**src/rtl/boot_stream_loader.sv**
```systemverilog
// Boot loader: takes a little-endian length header plus payload bytes and writes them as
// 32-bit words into SRAM while holding the CPU in reset. BOOT_LOADER_CHECKSUM_EN adds a trailing checksum byte.
module boot_stream_loader #(
  parameter int                ADDR_W      = 32,
  parameter int                DATA_W      = 32,
  parameter int                SRAM_ADDR_W = 13,
  parameter logic [ADDR_W-1:0] BASE_ADDR   = '0
) (
  input  logic              clk,
  input  logic              rst,
  input  logic              start,
  input  logic              in_valid,
  input  logic [7:0]        in_data,
  output logic              in_ready,
  output logic              sram_valid,
  output logic [ADDR_W-1:0] sram_addr,
  output logic [DATA_W-1:0] sram_wdata,
  output logic [3:0]        sram_wstrb,
  input  logic              sram_ready,
  output logic              boot,
  output logic              cpu_rst,
  output logic              busy,
  output logic              err
);

  localparam int          CNT_W   = SRAM_ADDR_W + 1;
  localparam logic [31:0] LEN_MAX = 32'd1 << SRAM_ADDR_W;

  typedef enum logic [2:0] {
    IDLE, HDR, DATA, WR, DONE, ERR
`ifdef BOOT_LOADER_CHECKSUM_EN
    , CSUM
`endif
  } state_t;

  state_t            state_reg, state_next;
  logic [1:0]        hdr_cnt_reg, hdr_cnt_next;
  logic [31:0]       hdr_reg, hdr_next;
  logic [CNT_W-1:0]  byte_cnt_reg, byte_cnt_next;
  logic [1:0]        lane_reg, lane_next;
  logic [31:0]       stage_reg, stage_next;
  logic [ADDR_W-1:0] sram_addr_reg, addr_next;
  logic [DATA_W-1:0] sram_wdata_reg, wdata_next;
  logic [3:0]        sram_wstrb_reg, wstrb_next;
  logic              in_ready_reg, in_ready_next;
  logic              sram_valid_reg, sram_valid_next;
  logic              boot_reg, boot_next;
  logic              cpu_rst_reg, cpu_rst_next;
  logic              busy_reg, busy_next;
  logic              err_reg, err_next;
`ifdef BOOT_LOADER_CHECKSUM_EN
  logic [7:0]        csum_reg, csum_next;
`endif

  logic              in_accept;
  logic [31:0]       hdr_shift;
  logic [CNT_W-1:0]  len_cur;
  logic [CNT_W-1:0]  byte_cnt_inc;
  logic [7:0]        lane_data [4];
  logic [3:0]        lane_fill;
  logic [31:0]       stage_upd;

  assign in_accept    = in_valid && in_ready_reg;
  assign hdr_shift    = {in_data, hdr_reg[31:8]};
  // After the header the shift register holds the byte count; it never exceeds LEN_MAX.
  assign len_cur      = hdr_reg[CNT_W-1:0];
  assign byte_cnt_inc = byte_cnt_reg + CNT_W'(1);

  generate
    for (genvar gi = 0; gi < 4; gi++) begin : g_lane
      assign lane_data[gi] = (lane_reg == 2'(gi)) ? in_data : stage_reg[gi*8 +: 8];
      assign lane_fill[gi] = (2'(gi) <= lane_reg);
    end
  endgenerate

  assign stage_upd = {lane_data[3], lane_data[2], lane_data[1], lane_data[0]};

  always_comb begin
    state_next    = state_reg;
    hdr_cnt_next  = hdr_cnt_reg;
    hdr_next      = hdr_reg;
    byte_cnt_next = byte_cnt_reg;
    lane_next     = lane_reg;
    stage_next    = stage_reg;
    addr_next     = sram_addr_reg;
    wdata_next    = sram_wdata_reg;
    wstrb_next    = sram_wstrb_reg;
`ifdef BOOT_LOADER_CHECKSUM_EN
    csum_next     = csum_reg;
`endif
    case (state_reg)
      IDLE, DONE, ERR: begin
        if (start) begin
          state_next    = HDR;
          hdr_cnt_next  = '0;
          hdr_next      = '0;
          byte_cnt_next = '0;
          lane_next     = '0;
          stage_next    = '0;
          addr_next     = BASE_ADDR;
          wdata_next    = '0;
          wstrb_next    = '0;
`ifdef BOOT_LOADER_CHECKSUM_EN
          csum_next     = '0;
`endif
        end
      end
      HDR: begin
        if (in_accept) begin
          hdr_next     = hdr_shift;
          hdr_cnt_next = hdr_cnt_reg + 2'd1;
          if (hdr_cnt_reg == 2'd3) begin
            if (hdr_shift > LEN_MAX) begin
              state_next = ERR;
            end else if (hdr_shift == 32'd0) begin
`ifdef BOOT_LOADER_CHECKSUM_EN
              state_next = CSUM;
`else
              state_next = DONE;
`endif
            end else begin
              state_next = DATA;
            end
          end
        end
      end
      DATA: begin
        if (in_accept) begin
          byte_cnt_next = byte_cnt_inc;
`ifdef BOOT_LOADER_CHECKSUM_EN
          csum_next     = csum_reg + in_data;
`endif
          // Lanes above the last staged byte are still zero, so a partial word is zero-filled.
          if (lane_reg == 2'd3 || byte_cnt_inc == len_cur) begin
            state_next = WR;
            wdata_next = stage_upd;
            wstrb_next = lane_fill;
            stage_next = '0;
            lane_next  = '0;
          end else begin
            stage_next = stage_upd;
            lane_next  = lane_reg + 2'd1;
          end
        end
      end
      WR: begin
        if (sram_ready) begin
          addr_next = sram_addr_reg + ADDR_W'(4);
          if (byte_cnt_reg != len_cur) begin
            state_next = DATA;
          end else begin
`ifdef BOOT_LOADER_CHECKSUM_EN
            state_next = CSUM;
`else
            state_next = DONE;
`endif
          end
        end
      end
`ifdef BOOT_LOADER_CHECKSUM_EN
      CSUM: begin
        if (in_accept) begin
          state_next = (in_data == csum_reg) ? DONE : ERR;
        end
      end
`endif
      default: state_next = IDLE;
    endcase

    // Outputs are decoded from the next state and registered, so they track the state register.
    in_ready_next   = 1'b0;
    sram_valid_next = 1'b0;
    boot_next       = 1'b1;
    cpu_rst_next    = 1'b1;
    busy_next       = 1'b0;
    err_next        = 1'b0;
    case (state_next)
      HDR, DATA: begin
        in_ready_next = 1'b1;
        busy_next     = 1'b1;
      end
      WR: begin
        sram_valid_next = 1'b1;
        busy_next       = 1'b1;
      end
`ifdef BOOT_LOADER_CHECKSUM_EN
      CSUM: begin
        in_ready_next = 1'b1;
        busy_next     = 1'b1;
      end
`endif
      DONE: begin
        boot_next    = 1'b0;
        cpu_rst_next = 1'b0;
      end
      ERR:     err_next = 1'b1;
      default: ;
    endcase
  end

  always_ff @(posedge clk) begin
    if (!rst) begin
      state_reg      <= IDLE;
      hdr_cnt_reg    <= '0;
      hdr_reg        <= '0;
      byte_cnt_reg   <= '0;
      lane_reg       <= '0;
      stage_reg      <= '0;
      sram_addr_reg  <= BASE_ADDR;
      sram_wdata_reg <= '0;
      sram_wstrb_reg <= '0;
      in_ready_reg   <= 1'b0;
      sram_valid_reg <= 1'b0;
      boot_reg       <= 1'b1;
      cpu_rst_reg    <= 1'b1;
      busy_reg       <= 1'b0;
      err_reg        <= 1'b0;
`ifdef BOOT_LOADER_CHECKSUM_EN
      csum_reg       <= '0;
`endif
    end else begin
      state_reg      <= state_next;
      hdr_cnt_reg    <= hdr_cnt_next;
      hdr_reg        <= hdr_next;
      byte_cnt_reg   <= byte_cnt_next;
      lane_reg       <= lane_next;
      stage_reg      <= stage_next;
      sram_addr_reg  <= addr_next;
      sram_wdata_reg <= wdata_next;
      sram_wstrb_reg <= wstrb_next;
      in_ready_reg   <= in_ready_next;
      sram_valid_reg <= sram_valid_next;
      boot_reg       <= boot_next;
      cpu_rst_reg    <= cpu_rst_next;
      busy_reg       <= busy_next;
      err_reg        <= err_next;
`ifdef BOOT_LOADER_CHECKSUM_EN
      csum_reg       <= csum_next;
`endif
    end
  end

  assign in_ready   = in_ready_reg;
  assign sram_valid = sram_valid_reg;
  assign sram_addr  = sram_addr_reg;
  assign sram_wdata = sram_wdata_reg;
  assign sram_wstrb = sram_wstrb_reg;
  assign boot       = boot_reg;
  assign cpu_rst    = cpu_rst_reg;
  assign busy       = busy_reg;
  assign err        = err_reg;

endmodule
```
**config.mk**
```make
export PLATFORM = sky130hd
export DESIGN_NAME = boot_stream_loader
export DESIGN_NICKNAME = d
export VERILOG_FILES = /design/src/rtl/boot_stream_loader.sv
export SDC_FILE = /design/constraint.sdc
export NUM_CORES = 1
export LEC_CHECK = 0
export BUFFER_PORTS_ARGS = -buffer_cell sky130_fd_sc_hd__buf_2
export CAP_MARGIN = 20
export CORE_MARGIN = 2
export CORE_UTILIZATION = 30
export CTS_CLUSTER_DIAMETER = 40
export DETAILED_ROUTE_END_ITERATION = 8
export GPL_ROUTABILITY_DRIVEN = 0
export GPL_TIMING_DRIVEN = 0
export SYNTH_ARGS = -nofsm -noshare
export SYNTH_HDL_FRONTEND = slang
export SYNTH_SLANG_ARGS = --single-unit
```
**constraint.sdc**
```tcl
create_clock -name clk -period 3.7 [get_ports clk]
set_clock_uncertainty 0.2 [all_clocks]
set_input_delay 0.185 -clock clk [delete_from_list [all_inputs] [get_ports clk]]
set_output_delay 0.185 -clock clk [all_outputs]
set_load 0.01 [all_outputs]
```
Word-level counts from Yosys, hierarchy flattened
Cells that the tools add are included.
{"block": "word_totals", "regBits": 158, "output_inout_bits": 74, "elab_cells": 102}
{"block": "classes", "addsub": 4, "order_cmp": 5, "eq_ne": 21, "mux": 43, "reduce_logical": 15}
{"operator": "case mux 32 bit (2 select lines)", "n": 4}
{"operator": "2-to-1 mux 32 bit", "n": 7}
{"operator": "adder 32 x 3 -> 32 bit (second input constant)", "n": 1}
{"operator": "greater-than comparator 32 x 14 -> 1 bit (second input constant)", "n": 1}
{"operator": "logical NOT 32 bit", "n": 1}
{"operator": "2-to-1 mux 8 bit", "n": 4}
{"operator": "2-to-1 mux 14 bit", "n": 2}
{"operator": "case mux 14 bit (2 select lines)", "n": 1}
{"operator": "2-to-1 mux 3 bit", "n": 9}
{"operator": "adder 14 x 1 -> 14 bit (second input constant)", "n": 1}
{"operator": "equality test 14 bit", "n": 1}
{"operator": "inequality test 14 bit", "n": 1}
{"operator": "equality test 3 x 2 -> 1 bit (second input constant)", "n": 4}
{"operator": "equality test 3 bit (second input constant)", "n": 4}
{"operator": "2-to-1 mux 4 bit", "n": 3}
{"operator": "case mux 3 bit (4 select lines)", "n": 1}
{"operator": "inequality test 2 bit (second input constant)", "n": 5}
{"operator": "AND reduction 3 bit", "n": 3}
{"operator": "2-to-1 mux 2 bit", "n": 4}
{"operator": "case mux 2 bit (2 select lines)", "n": 2}
{"operator": "case mux 4 bit (2 select lines)", "n": 1}
{"operator": "equality test 2 bit (second input constant)", "n": 3}
{"operator": "equality test 3 x 1 -> 1 bit (second input constant)", "n": 2}
{"operator": "nonzero test 2 bit", "n": 3}
{"operator": "12 further kinds", "n": 20}

Logic depth before layout (Yosys ltp)
Gate-level depths: netlist of the first run.
{"block": "depth", "depth_word": 9, "depth_mapped": 10}

Worst setup path after synthesis of the first run
No wires, ideal clock.
{"block": "synth_timing", "kind": "reg-to-reg", "startpoint": "register byte_cnt_reg[0]", "endpoint": "register stage_reg[28]", "arrival_ns": 2.543, "required_time_ns": 3.384, "path_slack_ns": 0.841, "path_stages_with_launch": 11, "n_path_buf": 2, "path_cell_list": "dfxtp_1 ha_1 clkbuf_2 nand3_2 or4b_1 a2bb2oi_1 a32oi_1 a41oi_4 a21oi_4 buf_6 and3b_1"}
{"block": "synth_via", "elab_chain_len": 6}
{"element": "from (decl)", "line": "39", "rtl": "logic [CNT_W-1:0] byte_cnt_reg, byte_cnt_next;"}
{"element": "from (signal assigned)", "line": "225", "rtl": "byte_cnt_reg <= byte_cnt_next;"}
{"element": "adder 14 x 1 -> 14 bit", "line": "67", "rtl": "assign byte_cnt_inc = byte_cnt_reg + CNT_W'(1);"}
{"element": "equality test 14 bit", "line": "134", "rtl": "if (lane_reg == 2'd3 || byte_cnt_inc == len_cur) begin"}
{"element": "logical OR 1 bit", "line": "134"}
{"element": "2-to-1 mux 32 bit", "line": "134"}
{"element": "2-to-1 mux 32 bit", "line": "128", "rtl": "if (in_accept) begin"}
{"element": "case mux 32 bit (2 select lines)", "line": "91", "rtl": "case (state_reg)"}
{"element": "to (signal assigned)", "line": "227", "rtl": "stage_reg <= stage_next;"}
{"element": "to (decl)", "line": "41", "rtl": "logic [31:0] stage_reg, stage_next;"}
No other way between the ends. The select of a mux whose other input is x is not followed.
A chain may end at the register's enable or synchronous reset.

Worst setup path after layout of the first run
{"block": "layout_timing", "startpoint": "register byte_cnt_reg[0]", "endpoint": "register sram_wdata_reg[22], in the netlist sram_wdata[22]"}
{"block": "layout_via", "elab_chain_len": 5}
{"element": "adder 14 x 1 -> 14 bit", "line": "67"}
{"element": "equality test 14 bit", "line": "134"}
{"element": "logical OR 1 bit", "line": "134"}
{"element": "inequality test 2 bit (no source line)"}
{"element": "AND reduction 4 bit (no source line)"}
{"element": "to (signal assigned)", "line": "229", "rtl": "sram_wdata_reg <= wdata_next;"}
{"element": "to (decl)", "line": "43", "rtl": "logic [DATA_W-1:0] sram_wdata_reg, wdata_next;"}
No other way between the ends.

==> results of run 1 <==
==> layer usage <==
layer  vias up  global-route usage [%]  wire (µm)
met4         0                    5.24        265
met5         -                       0          0
met3        21                    2.83        985
met2       164                    23.6       8740
li1       3051                       -          -
met1      2881                    20.0       8940
==> Yosys cell counts (8+ instances only) <==
library cell  number  share of area, %
a21boi_0          35               3.6
a21oi_1           13              0.89
a32o_1            25               3.4
and2_1             8              0.69
and3_1             9              0.77
and3b_1            9               1.1
clkbuf_1          39               2.0
dfxtp_1          156                43
inv_1             12              0.62
mux2_2            32               4.9
mux2i_1           37               5.1
nand2_1          134               6.9
nand3_1           48               3.3
nand4_1           19               1.6
nor2_1            47               2.4
nor2b_1            8              0.69
nor4_1             8              0.69
o21ai_0           15               1.0
or3_1              9              0.77
xnor2_1           25               3.0
xor2_1            26               3.1
==> worst register-to-register path, stage by stage (launching register included) <==
cell and delay [ns]:
dfxtp_1 0.48, ha_1 0.19, clkbuf_2 0.18, nand3_2 0.19, or4b_1 0.53, a2bb2oi_1 0.14
a32oi_1 0.33, a41oi_4 0.24, a21oi_4 0.36, buf_6 0.23, mux2i_1 0.22
==> layout make-up <==
cell class                      instances  area [µm²]
Sequential cell                       156        3120
Clock inverter                         13         149
Clock buffer                           19         453
Buffer                                 57         270
Timing Repair Buffer                   94         520
Tap cell                              324         405
Inverter                               12        45.0
Fill cell                            2547       15300
Multi-Input combinational cell        579        3850
==> worst paths after layout <==
kind,from,to,slack [ns],cells after the start
max,byte_cnt_reg[0]$_SDFFE_PN0P_,sram_wdata[22]$_SDFFE_PN0P_,0.34,10
max reg2reg,byte_cnt_reg[0]$_SDFFE_PN0P_,sram_wdata[22]$_SDFFE_PN0P_,0.34,10
min,start,in_ready$_SDFF_PN0_,0.08,4
min reg2reg,sram_wdata[26]$_SDFFE_PN0P_,sram_wdata[26]$_SDFFE_PN0P_,0.25,2
==> report_power, final <==
part	switching [µW]	internal (µW)
clock	795	995
sequential	8.99	1690
combinational	144	71.3
==> stage by stage <==
step	setup slack [ns]	hold WS, ns
after CTS	0.354	0.0519
after floorplan	0.841	0.143
after detailed placement	0.390	0.243
after global placement	0.360	0.242
final	0.339	0.0773
after global routing	0.118	0.0743
==> cells by family (layout without fill, tap and decap cells) <==
kind of cell             count (synthesis)  after routing  synth area share, %
adder cells (fa/ha/maj)                  7              7                 1.20
buffers and inverters                   69            195                 4.33
XOR/XNOR                                51             51                 6.13
multiplexers                            69             69                 10.0
other                                    1              2               0.0515
flip-flops                             156            156                 42.9
AND/OR/NAND/NOR                        331            331                 22.4
AO/OA/AOI/OAI                          119            119                 13.0
==> repair_timing <==
action                    CTS  global route
buffers inserted            0             0
hold endpoints to repair   10             0
hold buffers               10             0
==> impl_metrics.csv, run 1 <==
group,metric,value,unit
setup_path,crit_family,"compound AO/OA/AOI/OAI gates",
global_routing,grt_pass1_vias,5787,
logic_synthesis,ys_seq_area_share,42.9,%
setup_path,cpPeakStageDelay,0.53,ns
cells_and_area,final_common_cell,"dfxtp_1",
timing,period_share,90.8,%
floorplanning,die-width,160,µm
timing,tns,0,ns
clock_tree,clk_path_buf_depth,2,
logic_synthesis,avgSynthCellArea,9.07,µm²
timing,slew_violations,0,
clock_tree,ctsResizeCount,0,
clock_tree,cts_buffers,17,
place,place_hpwl,13400,µm
logic_synthesis,synth_ff_type,"dfxtp_1",
setup_path,critical_path_arrival,3.52,ns
floorplanning,num_io_pins,87,
floorplanning,core,24100,µm²
clock_tree,cts.clk_slew.worst_paths,0.07,ns
job,drv_cap,0,
power,pwr_density_cell,420,nW/µm²
setup_path,cp.required,3.86,ns
cells_and_area,final_cells,1254,
cells_and_area,n_antenna_cell,0,
timing,slew-limit-headroom,44.9,%
route,drt_first_iter_violations,349,
logic_synthesis,synth_cell_type_count,62,
timing,setup_viol,0,
cells_and_area,final_cell_mix,"156 x dfxtp_1, 134 x nand2_1, 86 x buf_2",
timing,finalCriticalPeriod,3.36,ns
logic_synthesis,yosys_warnings,0,
clock_tree,clock_latency,0.43,ns
clock_tree,cts_tree,"done",
logic_synthesis,synth-seq-cells,156,
global_routing,grt_pass1_wl,30500,µm
cells_and_area,finalNetCount,937,
setup_path,path_cells,"ha_1 > clkbuf_2 > nand3_2 > or4b_1 > a2bb2oi_1 > a32oi_1 > a41oi_4 > a21oi_4 > buf_6 > mux2i_1",
clock_tree,cts.sinks,156,
place,placed_cells,1212,
setup_path,path_max_fanout,10,
timing,fmax,0.298,GHz
setup_path,timing.critical_path.buf_inv,2,
timing,rsz0062_at_grt,"no",
global_routing,grt-ovfl-total,0,
route,routedWlPerCell,15.1,µm
setup_path,critPathCaptureType,"flop",
route,vias_per_cell,4.88,
global_routing,grt.total_usage,14.8,%
floorplanning,die_area,25500,µm²
floorplanning,die_y,160,µm
power,p_total,3700,µW
route,drt-total-wl,18900,µm
global_routing,grt_antenna_before_repair,0,
hold_path,hold_class,"input port to flop",
power,p_leak,0.00335,µW
setup_path,slowest_stage,"or4b_1",
route,drc_errors,0,
place,postPlaceCellArea,8110,µm²
outcome,status,"finished clean",
cells_and_area,fin_area,8820,µm²
timing,worst_pin_slew,0.819,ns
cells_and_area,area_delta_synth_final,21.0,%
cells_and_area,drive_above_1_share,18.4,%
logic_synthesis,syn_area,7280,µm²
logic_synthesis,synth_edf_count,0,
floorplanning,initial_core_util,30.2,%
clock_tree,root_buffer,"clkbuf_16",
power,peakVddDrop,0.000289,V
setup_path,start_kind,"flop",
cells_and_area,final_util,36.6,%
route,vias,6117,
timing,hold_viol_final,0,
logic_synthesis,synthArstFlopShare,0,%
route,ant_nets,0,
clock_tree,htree_num_levels,4,
global_routing,grt_start_max_net_pins,17,
logic_synthesis,netlist_instances,803,
route,dr.pass1.iters,5,
floorplanning,row_count,57,
place,io_buffers,84,
setup_path,path_class,"flop to flop",
Power figures use the tool's default switching activity.
==> run 2, diff against run 1 <==
- CORE_ASPECT_RATIO: not set -> 1.2
==> impl_metrics.csv, run 2 (synthesis gave the netlist of run 1 again) <==
group,metric,value,unit
outcome,status,"finished clean",
timing,setup_viol,0,
clock_tree,cts.sinks,156,
setup_path,critical_path_arrival,3.56,ns
floorplanning,core,23900,µm²
place,io_buffers,84,
global_routing,grt-ovfl-total,0,
route,drc_errors,0,
setup_path,worstRegToRegCells,10,
floorplanning,die_y,175,µm
job,drv_cap,0,
cells_and_area,fin_area,8790,µm²
power,p_leak,0.00333,µW
setup_path,r2r-end,"sram_wdata[5]$_SDFFE_PN0P_",
timing,worst_slack,0.296,ns
floorplanning,row_count,62,
global_routing,grt_pass1_vias,5864,
clock_tree,ctsResizeCount,0,
timing,slew-limit-headroom,40.5,%
route,drt-total-wl,18800,µm
clock_tree,ctsHoldBuffers,10,
setup_path,path_class,"flop to flop",
setup_path,reg2reg_from,"byte_cnt_reg[0]$_SDFFE_PN0P_",
timing,rsz0062_at_grt,"no",
setup_path,start_kind,"flop",
timing,tns,0,ns
setup_path,path_max_fanout,10,
power,p_seq_share,46.5,%
setup_path,critPathCaptureType,"flop",
setup_path,r2r_slack,0.30,ns
timing,fmax,0.294,GHz
timing,hold_viol_final,0,
clock_tree,htree_num_levels,4,
clock_tree,cts.clk_slew.worst_paths,0.07,ns
floorplanning,die_area,25500,µm²
clock_tree,clock_latency,0.42,ns
clock_tree,root_buffer,"clkbuf_16",
global_routing,grt.total_usage,14.8,%
cells_and_area,area_delta_synth_final,20.6,%
hold_path,hold_class,"input port to flop",
timing,slew_violations,0,
power,pwr_density_cell,414,nW/µm²
hold_path,min_from,"start",
floorplanning,initial_core_util,30.5,%
floorplanning,die-width,146,µm
power,switching_share,25.5,%
place,pre_cts_ws,0.322,ns
cells_and_area,finalNetCount,937,
clock_tree,cts_tree,"done",
floorplanning,num_io_pins,87,
place,place_hpwl,13600,µm
power,p_int,2710,µW
global_routing,grt_start_max_net_pins,17,
cells_and_area,n_antenna_cell,0,
timing,worst_pin_slew,0.885,ns
power,peakVddDrop,0.000314,V
power,combPwrFrac,5.8,%
setup_path,cp.required,3.86,ns
cells_and_area,final_util,36.8,%
cells_and_area,final_common_cell,"dfxtp_1",
route,dr.pass1.iters,4,
hold_path,hold_path_depth,4,
power,power_switching,930,µW
power,pwr-share-clk,47.6,%
clock_tree,cts_buffers,17,
timing,finalCriticalPeriod,3.40,ns
global_routing,grt_pass1_wl,30700,µm
route,ant_nets,0,
hold_path,min_to,"in_ready$_SDFF_PN0_",
clock_tree,clk_path_buf_depth,2,
place,postPlaceCellArea,8110,µm²
clock_tree,cts_setup_buffers,0,
route,drt_first_iter_violations,347,
timing,period_share,92.0,%
cells_and_area,drive_above_1_share,18.4,%
route,routedWlPerCell,15.0,µm
cells_and_area,final_cell_mix,"156 x dfxtp_1, 134 x nand2_1, 86 x buf_2",
route,vias_per_cell,4.85,
route,vias,6058,
global_routing,grt_antenna_before_repair,0,
==> run 2: worst max-delay path by stage <==
stage	start	end	cells after the start	slack, ns
after global routing	byte_cnt_reg[0]$_SDFFE_PN0P_	sram_wdata[5]$_SDFFE_PN0P_	10	0.09
after global placement	byte_cnt_reg[0]$_SDFFE_PN0P_	stage_reg[31]$_SDFFE_PN0P_	10	0.37
after CTS	byte_cnt_reg[0]$_SDFFE_PN0P_	sram_wdata[5]$_SDFFE_PN0P_	10	0.29
after floorplan	byte_cnt_reg[0]$_SDFFE_PN0P_	stage_reg[28]$_SDFFE_PN0P_	10	0.84
after detailed placement	byte_cnt_reg[0]$_SDFFE_PN0P_	sram_wdata[22]$_SDFFE_PN0P_	10	0.32
final	byte_cnt_reg[0]$_SDFFE_PN0P_	sram_wdata[5]$_SDFFE_PN0P_	10	0.30
==> run 2: layer usage <==
metal	track usage [%]	routed length, µm	part of all wire (%)	vias up
met5	0	0	0	-
met4	3.60	222	1.2	0
met1	18.6	8380	45	2872
met2	25.9	9130	49	129
met3	3.42	1050	5.6	15
li1	-	-	-	3042
==> run 2: area by class of cell <==
class / count / area, µm²
fillers: 2482 / 15100
multi-input cells: 579 / 3850
inverters: 12 / 45.0
plain buffers: 57 / 270
repair buffers: 94 / 520
flip-flops and latches: 156 / 3120
clock inverters: 15 / 153
clock buffers: 17 / 425
well taps: 320 / 400
==> run 2: critical path, stage by stage (launching register included) <==
cell	delay [ns]
dfxtp_1	0.50
ha_1	0.20
clkbuf_2	0.19
nand3_2	0.19
or4b_1	0.54
a2bb2oi_1	0.14
a32oi_1	0.32
a41oi_4	0.23
a21oi_4	0.37
buf_6	0.23
mux2i_1	0.21
==> run 2: power by group through the flow <==
stage	Sequential, µW	Clock [µW]	Combinational [µW]
3_5_place_dp	1730	0	204
5_1_grt	1700	1840	231
2_1_floorplan	1730	0	134
3_3_place_gp	1730	0	206
6_report	1690	1730	211
4_1_cts	1690	1760	213
==> run 2: per-stage QoR <==
step	total power [µW]	hold WS [ns]	std cells
final	3640	0.0979	1250
after global routing	3770	0.0928	1250
after CTS	3670	0.0572	1250
after detailed placement	1940	0.243	1208
after global placement	1940	0.242	1208
after floorplan	1860	0.143	804
==> run 3, diff against run 2 <==
- BUFFER_PORTS_ARGS: -buffer_cell sky130_fd_sc_hd__buf_2 -> not set
- CORE_ASPECT_RATIO: 1.2 -> 2
- DONT_BUFFER_PORTS: not set -> 1
- SLEW_MARGIN: not set -> 0
==> impl_metrics.csv, run 3 (synthesis gave the netlist of run 1 again) <==
group,metric,value,unit
clock_tree,cts_tree,"done",
place,io_buffers,0,
route,drt-total-wl,20200,µm
setup_path,path_max_fanout,10,
timing,fmax,0.298,GHz
global_routing,grt_start_max_net_pins,17,
route,ant_nets,0,
timing,slew-limit-headroom,49.4,%
floorplanning,die_area,25600,µm²
timing,tns,0,ns
timing,slew_violations,0,
global_routing,grt_pass1_wl,32200,µm
setup_path,start_kind,"flop",
cells_and_area,fillCellCount,2457,
clock_tree,clock_latency,0.44,ns
clock_tree,htree_num_levels,4,
floorplanning,die_y,224,µm
floorplanning,die-width,114,µm
cells_and_area,n_antenna_cell,0,
global_routing,grt_antenna_before_repair,0,
setup_path,slowest_stage,"dfxtp_1",
cells_and_area,final_common_cell,"dfxtp_1",
clock_tree,cts.sinks,156,
cells_and_area,final_cell_mix,"156 x dfxtp_1, 134 x nand2_1, 48 x nand3_1",
setup_path,path_cells,"ha_1 > clkbuf_2 > nand3_2 > nor3_2 > nand4_1 > a2111oi_4 > a41oi_4 > a21oi_4 > buf_6 > and3b_1",
global_routing,grt.total_usage,16.4,%
hold_path,hold_class,"input port to flop",
power,peakVddDrop,0.000321,V
clock_tree,ctsHoldBuffers,12,
floorplanning,core,23800,µm²
cells_and_area,area_delta_synth_final,14.7,%
setup_path,path_class,"flop to flop",
job,drv_cap,0,
floorplanning,row_count,80,
cells_and_area,drive_above_1_share,9.80,%
outcome,status,"finished clean",
clock_tree,ctsResizeCount,0,
setup_path,cpPeakStageDelay,0.47,ns
global_routing,grt_pass1_vias,5972,
timing,worst_pin_slew,0.754,ns
clock_tree,cts.clk_slew.worst_paths,0.07,ns
floorplanning,initial_core_util,30.6,%
clock_tree,cts_buffers,17,
clock_tree,clk_path_buf_depth,2,
route,dr.pass1.iters,4,
route,routedWlPerCell,17.8,µm
power,pwr_density_cell,442,nW/µm²
setup_path,critPathCaptureType,"flop",
clock_tree,cts_setup_buffers,0,
cells_and_area,finalNetCount,855,
route,vias_per_cell,5.17,
timing,worst_slack,0.342,ns
route,drc_errors,0,
route,drt_first_iter_violations,227,
route,vias,5866,
place,place_hpwl,14900,µm
place,pre_cts_ws,0.356,ns
timing,rsz0062_at_grt,"no",
power,p_leak,0.00290,µW
clock_tree,root_buffer,"clkbuf_16",
timing,hold_viol_final,0,
setup_path,critical_path_arrival,3.49,ns
timing,period_share,90.7,%
timing,finalCriticalPeriod,3.36,ns
floorplanning,num_io_pins,87,
timing,setup_viol,0,
setup_path,cp.required,3.83,ns
global_routing,grt-ovfl-total,0,
[run 3: cell types whose count changed in the layout (fill, tap and decap cells not counted), sizes merged]
cell / change
clkinvlp: +1
inv: -8
bufinv: +2
clkbuf: +4
dlygate4sd3: +2
buf: -84
[run 3: final cells by class]
type,count,area [µm²],share of cell area (%)
timing repair buffer,12,120,1.44
multi-input combinational,579,3850,46.1
inverter,12,45.0,0.539
buffer,57,270,3.23
tap,287,359,4.30
clock inverter,10,140,1.68
clock buffer,21,450,5.39
sequential,156,3120,37.4
[run 3: path summary, 6_finish.rpt]
| path | end | cells after the start | from | slack (ns) |
|---|---|---|---|---|
| max | stage_reg[31]$_SDFFE_PN0P_ | 10 | byte_cnt_reg[0]$_SDFFE_PN0P_ | 0.34 |
| min | in_ready$_SDFF_PN0_ | 4 | in_valid | 0.02 |
| max reg2reg | stage_reg[31]$_SDFFE_PN0P_ | 10 | byte_cnt_reg[0]$_SDFFE_PN0P_ | 0.34 |
| min reg2reg | stage_reg[19]$_SDFFE_PN0P_ | 1 | stage_reg[19]$_SDFFE_PN0P_ | 0.26 |
[run 3: worst max-delay path, delay by kind of cell (launching register included)]
family          cells  cell delay (ns)
fa+ha+maj           1             0.19
flops               1             0.47
compound gates      3             1.03
simple gates        4             0.94
buf+inv             2             0.40
[run 3: where the power goes]
group / switching, µW / total [µW] / internal (µW)
Clock: 718 / 1790 / 1080
Sequential: 10.2 / 1700 / 1690
Combinational: 138 / 204 / 66.9
Total: 866 / 3700 / 2830
[run 3: layer usage]
metal  GRT usage [%]  part of all wire (%)  up-vias
met1            15.3                    35     2814
met2            31.8                    57      133
met5               0                     0        -
met4            8.34                   3.5        0
met3            4.39                   4.8       41
li1                -                     -     2878
[run 3: through the flow]
step	instances	utilization, %	hold WS (ns)	cell area (µm²)	total power, µW
finish	1134	35.1	0.0218	8360	3700
global placement	1091	32.1	0.149	7650	1920
floorplan	804	-	0.143	7290	1860
detailed placement	1091	32.1	0.156	7650	1920
CTS	1134	35.1	0.00165	8360	3740
global route	1134	35.1	0.0662	8360	3820
